===== config.mk =====
export PLATFORM = sky130hd
export DESIGN_NAME = bpu_tournament
export DESIGN_NICKNAME = d
export VERILOG_FILES = /design/src/rtl/bpu_tournament_pkg.sv /design/src/rtl/bpu_counter_table.sv /design/src/rtl/bpu_tournament.sv
export SDC_FILE = /design/constraint.sdc
export NUM_CORES = 1
export LEC_CHECK = 0
export CAP_MARGIN = 30
export CORE_MARGIN = 5
export CORE_UTILIZATION = 29
export DETAILED_ROUTE_END_ITERATION = 7
export PLACE_DENSITY = 0.49
export SYNTH_ARGS = -nofsm -noshare
export SYNTH_HDL_FRONTEND = slang
export SYNTH_HIERARCHICAL = 1
export SYNTH_SLANG_ARGS = --single-unit
export TNS_END_PERCENT = 50

===== constraint.sdc =====
create_clock -name clk_in -period 11 [get_ports clk_in]
set_input_delay 3.3 -clock clk_in [delete_from_list [all_inputs] [get_ports clk_in]]
set_output_delay 3.3 -clock clk_in [all_outputs]
set_load 0.05 [all_outputs]

===== src/rtl/bpu_tournament_pkg.sv =====
// Shared defaults for the tournament branch predictor.
// Define BPU_GSHARE_EN to XOR the local PC index into the global history index.
package bpu_tournament_pkg;

    localparam int unsigned BPU_IDX_BIT  = 6;
    localparam int unsigned BPU_HIST_BIT = 6;
    localparam int unsigned BPU_CNT_BIT  = 2;

`ifdef BPU_GSHARE_EN
    localparam bit BPU_GSHARE = 1'b1;
`else
    localparam bit BPU_GSHARE = 1'b0;
`endif

    // Weakly not-taken value: one below the MSB-set threshold.
    function automatic int unsigned bpu_weak_nt(input int unsigned cnt_bit);
        return (32'd1 << (cnt_bit - 32'd1)) - 32'd1;
    endfunction

endpackage


===== src/rtl/bpu_counter_table.sv =====
// Array of saturating counters with one combinational read port and one
// saturating inc/dec write port; synchronous reset reloads every entry.
module bpu_counter_table
    import bpu_tournament_pkg::*;
#(
    parameter int unsigned DEPTH_BIT = BPU_IDX_BIT,
    parameter int unsigned CNT_BIT   = BPU_CNT_BIT,
    parameter int unsigned RST_VAL   = 0
) (
    input  logic                 clk_in,
    input  logic                 rst_in,
    input  logic [DEPTH_BIT-1:0] i_rd_idx,
    output logic [CNT_BIT-1:0]   o_rd_cnt_c,
    input  logic                 i_we,
    input  logic [DEPTH_BIT-1:0] i_wr_idx,
    input  logic                 i_inc
);

    localparam int unsigned        DEPTH   = 32'd1 << DEPTH_BIT;
    localparam logic [CNT_BIT-1:0] CNT_MAX = '1;
    localparam logic [CNT_BIT-1:0] CNT_RST = CNT_BIT'(RST_VAL);

    logic [CNT_BIT-1:0] r_cnt [DEPTH];
    logic [CNT_BIT-1:0] w_cur;
    logic [CNT_BIT-1:0] w_nxt;

    assign o_rd_cnt_c = r_cnt[i_rd_idx];
    assign w_cur      = r_cnt[i_wr_idx];

    // Saturating step toward the trained direction.
    always_comb begin
        w_nxt = w_cur;
        if (i_inc) begin
            if (w_cur != CNT_MAX) w_nxt = w_cur + CNT_BIT'(1);
        end else begin
            if (w_cur != '0) w_nxt = w_cur - CNT_BIT'(1);
        end
    end

    always_ff @(posedge clk_in) begin
        if (rst_in) begin
            for (int unsigned i = 0; i < DEPTH; i++) r_cnt[i] <= CNT_RST;
        end else if (i_we) begin
            r_cnt[i_wr_idx] <= w_nxt;
        end
    end

endmodule


===== src/rtl/bpu_tournament.sv =====
// Tournament predictor: global + local saturating-counter tables arbitrated by
// a PC-indexed selector. BPU_GSHARE_EN selects gshare global indexing.
module bpu_tournament
    import bpu_tournament_pkg::*;
#(
    parameter int unsigned IDX_BIT  = BPU_IDX_BIT,
    parameter int unsigned HIST_BIT = BPU_HIST_BIT,
    parameter int unsigned CNT_BIT  = BPU_CNT_BIT
) (
    input  logic                clk_in,
    input  logic                rst_in,
    input  logic                rdy_in,
    input  logic [31:0]         inst_addr,
    input  logic                br_req,
    input  logic                br_res,
    input  logic [HIST_BIT-1:0] br_g_ind,
    input  logic [IDX_BIT-1:0]  br_l_ind,
    input  logic                br_g_pred,
    input  logic                br_l_pred,
    output logic                pred_out,
    output logic [HIST_BIT-1:0] g_ind_out,
    output logic [IDX_BIT-1:0]  l_ind_out,
    output logic                g_pred_out,
    output logic                l_pred_out
);

    localparam int unsigned TAB_RST = bpu_weak_nt(CNT_BIT);

    logic [HIST_BIT-1:0] r_hist;
    logic [IDX_BIT-1:0]  w_l_ind;
    logic [HIST_BIT-1:0] w_g_ind;
    logic [CNT_BIT-1:0]  w_g_cnt;
    logic [CNT_BIT-1:0]  w_l_cnt;
    logic [CNT_BIT-1:0]  w_sel_cnt;
    logic                w_upd;
    logic                w_sel_we;
    logic                w_unused_addr;

    assign w_l_ind       = inst_addr[IDX_BIT+1:2];
    assign w_g_ind       = BPU_GSHARE ? (r_hist ^ HIST_BIT'(w_l_ind)) : r_hist;
    assign w_unused_addr = ^{inst_addr[31:IDX_BIT+2], inst_addr[1:0]};

    assign w_upd    = br_req & rdy_in;
    assign w_sel_we = w_upd & (br_g_pred != br_l_pred);

    assign g_ind_out  = w_g_ind;
    assign l_ind_out  = w_l_ind;
    assign g_pred_out = w_g_cnt[CNT_BIT-1];
    assign l_pred_out = w_l_cnt[CNT_BIT-1];
    assign pred_out   = w_sel_cnt[CNT_BIT-1] ? w_g_cnt[CNT_BIT-1] : w_l_cnt[CNT_BIT-1];

    // Global branch history, shifted in at commit.
    always_ff @(posedge clk_in) begin
        if (rst_in) begin
            r_hist <= '0;
        end else if (w_upd) begin
            r_hist <= {r_hist[HIST_BIT-2:0], br_res};
        end
    end

    bpu_counter_table #(
        .DEPTH_BIT (HIST_BIT),
        .CNT_BIT   (CNT_BIT),
        .RST_VAL   (TAB_RST)
    ) u_g_tab (
        .clk_in     (clk_in),
        .rst_in     (rst_in),
        .i_rd_idx   (w_g_ind),
        .o_rd_cnt_c (w_g_cnt),
        .i_we       (w_upd),
        .i_wr_idx   (br_g_ind),
        .i_inc      (br_res)
    );

    bpu_counter_table #(
        .DEPTH_BIT (IDX_BIT),
        .CNT_BIT   (CNT_BIT),
        .RST_VAL   (TAB_RST)
    ) u_l_tab (
        .clk_in     (clk_in),
        .rst_in     (rst_in),
        .i_rd_idx   (w_l_ind),
        .o_rd_cnt_c (w_l_cnt),
        .i_we       (w_upd),
        .i_wr_idx   (br_l_ind),
        .i_inc      (br_res)
    );

    // Selector leans global when the global component was the one that was right.
    bpu_counter_table #(
        .DEPTH_BIT (IDX_BIT),
        .CNT_BIT   (CNT_BIT),
        .RST_VAL   (0)
    ) u_sel_tab (
        .clk_in     (clk_in),
        .rst_in     (rst_in),
        .i_rd_idx   (w_l_ind),
        .o_rd_cnt_c (w_sel_cnt),
        .i_we       (w_sel_we),
        .i_wr_idx   (br_l_ind),
        .i_inc      (br_g_pred == br_res)
    );

endmodule

==> results.md <==
* Status: finished, final reports clean
* Slowest cell on crit path: clkdlybuf4s50_1
* Worst-path clk slew at 0.06 ns
* Starting Density at 29.2%
* Worst relative slew slack at 27.8%
* Dpl hpwl at 43,400 microns
* Clock root buffer: clkbuf_16
* Max Slew Vio Count at 0
* Maximum fanout along the worst path at 17
* Post-Synthesis Cells at 1,879
* Slowest stage delay, CP at 0.71 ns
* Dpl cell area at 0.0224 sq mm
* Startpoint types: input port
* Reg-to-reg setup timing slack at 7.54 ns
* Htree depth at 2
* Avg Cell Area, Syn at 11.6 sq um
* CP most frequent cell: mux4_2
* WS Path Type: input port to output pin
* Worst Setup End Kind: output pin
* Die area at 0.0805 sq mm
* N_diodes at 0
* Syn_nets at 1,930
* Total CTS buffers at 45
* Largest net degree at the start of global routing at 69
* Drt pass-1 iters at 5
* Post-route DRC at 0
* Starting DRC count in detailed routing at 1,596
* Final Cell Area at 0.0238 sq mm
* Crit path DAT at 6.58 ns
* Worst path cell trace: buf_2 -> buf_4 -> mux4_2 -> mux4_2 -> nor2b_1 -> a211oi_1 -> a21oi_1 -> mux2_1 -> clkdlybuf4s50_1
* DR WL/cell at 23.9 microns
* Total power at 3.58 mW
* Min cycle time layout at 9.88 ns
* GP Congestion at 0.844
* Sink Count at 390
* Min-delay worst type: flip-flop to flip-flop
* Nets at 1,861
* Cell Area, Synth at 0.0217 sq mm
* Share of layout cells above drive strength 1 at 17.5%
* Tcrit/Tclk final at 89.8%
* Rows at 100
* Top achievable clock speed at 0.101 GHz
* Total GRT Usage at 16.2%
* CTS tree: built
* I/O pin cnt at 66
* Power Density at 150 mW/mm^2
* Initial antenna violation count at 0
* Setup violators final at 0
* Maximum VDD drop at 0.111 mV
* Hold-fix buffers at CTS at 0
* Max-cap viol count at 0
* Leakage at 7.43 nW
* RSZ-0062 raised after global routing: false
* First-pass GRT wire length at 100,000 microns
* Clock buffer depth at 3
* Post-CTS Setup Repair Bufs at 0
* Die Span X at 284 microns
* Clk_skew at 0.0320 ns
* Post_cts resized at 0
* TNS Setup at 0 ns
* Final Hold Fails at 0
* Port bufs at 39
* Yosys warns at 6
* ANT nets after route at 0
* Area growth from synthesis to layout at 9.60%
* Vias at 15,674
* Routed wire length at 67,400 microns
* Worst path required time at 7.70 ns
* Remaining global-route overflow at 0
* Core ar. at 0.0744 sq mm
* Skew-Pair Late Insertion Delay at 0.61 ns
* Least-Margin Pin Slew at 1.08 ns
* Die H at 284 microns
* Vias in the first global route at 15,525
* Avg Vias per Cell at 5.57
-- per-layer routing --
metal / track usage (%) / wire [microns]
met3: 3.24 / 5410
met4: 5.30 / 1960
met5: 0 / 0
met2: 25.5 / 31400
met1: 22.4 / 28600
-- state kept, by name (all words and copies together) (netlist names) --
signal and count:
g_ind_out 6, u_g_tab/r_cnt 128, u_l_tab/r_cnt 128, u_sel_tab/r_cnt 128
-- path summary, 6_finish.rpt --
kind,from,endpoint,depth (start not counted)
max,inst_addr[2],pred_out,9
max reg2reg,u_l_tab/r_cnt[62][1]$_SDFFCE_PN0P_,u_l_tab/r_cnt[39][0]$_SDFFCE_PN1P_,8
min reg2reg,g_ind_out[5]$_SDFFE_PP0P_,g_ind_out[5]$_SDFFE_PP0P_,2
min,g_ind_out[5]$_SDFFE_PP0P_,g_ind_out[5]$_SDFFE_PP0P_,2
-- where the power goes --
part | switching, mW | internal [mW]
Clock | 0.630 | 0.822
Combinational | 0.313 | 0.126
Sequential | 0.0223 | 1.67
Total | 0.966 | 2.62
-- layout make-up --
type,instances,area [sq um]
inverters,24,95.1
flip-flops and latches,390,11700
multi-input cells,1262,8670
clock buffers,65,1250
clock inverters,19,178
well taps,969,1210
repair buffers,87,773
fillers,7447,50600
-- metrics by stage --
| stage | hold WS, ns | setup slack (ns) | util, % | std cells |
|---|---|---|---|---|
| finish | 0.636 | 1.12 | 32.0 | 2816 |
| global route | 0.691 | 0.958 | 32.0 | 2816 |
| CTS | 0.637 | 1.08 | 32.0 | 2816 |
| detailed placement | 0.627 | 1.08 | 30.1 | 2732 |
| global placement | 0.609 | 1.08 | 29.9 | 2722 |
| floorplan | 0.718 | 1.88 | - | 1879 |
-- critical path: cells and delay by family --
family | cells | cell delay (ns)
AOI/OAI and AO/OA | 2 | 0.40
buffers and inverters | 3 | 1.41
muxes | 3 | 1.33
and+or+nand+nor | 1 | 0.14
-- placed cells by master, fill, tap and decap left out, types with 14 or more instances in the layout --
cell / instances
edfxtp_1: 384
nand3_1: 101
nor2_2: 60
mux2_2: 28
a22oi_1: 32
nand2b_1: 17
nor2_1: 187
mux2i_1: 75
inv_1: 21
o21ai_0: 96
clkbuf_16: 45
mux4_2: 77
clkbuf_1: 15
a21oi_1: 14
nor3_1: 73
nor3_2: 16
buf_4: 39
nand2_1: 250
clkdlybuf4s50_1: 33
nor2b_1: 20
o22ai_1: 16
a221oi_1: 20
Note: power is estimated with default switching activity, not from simulation.
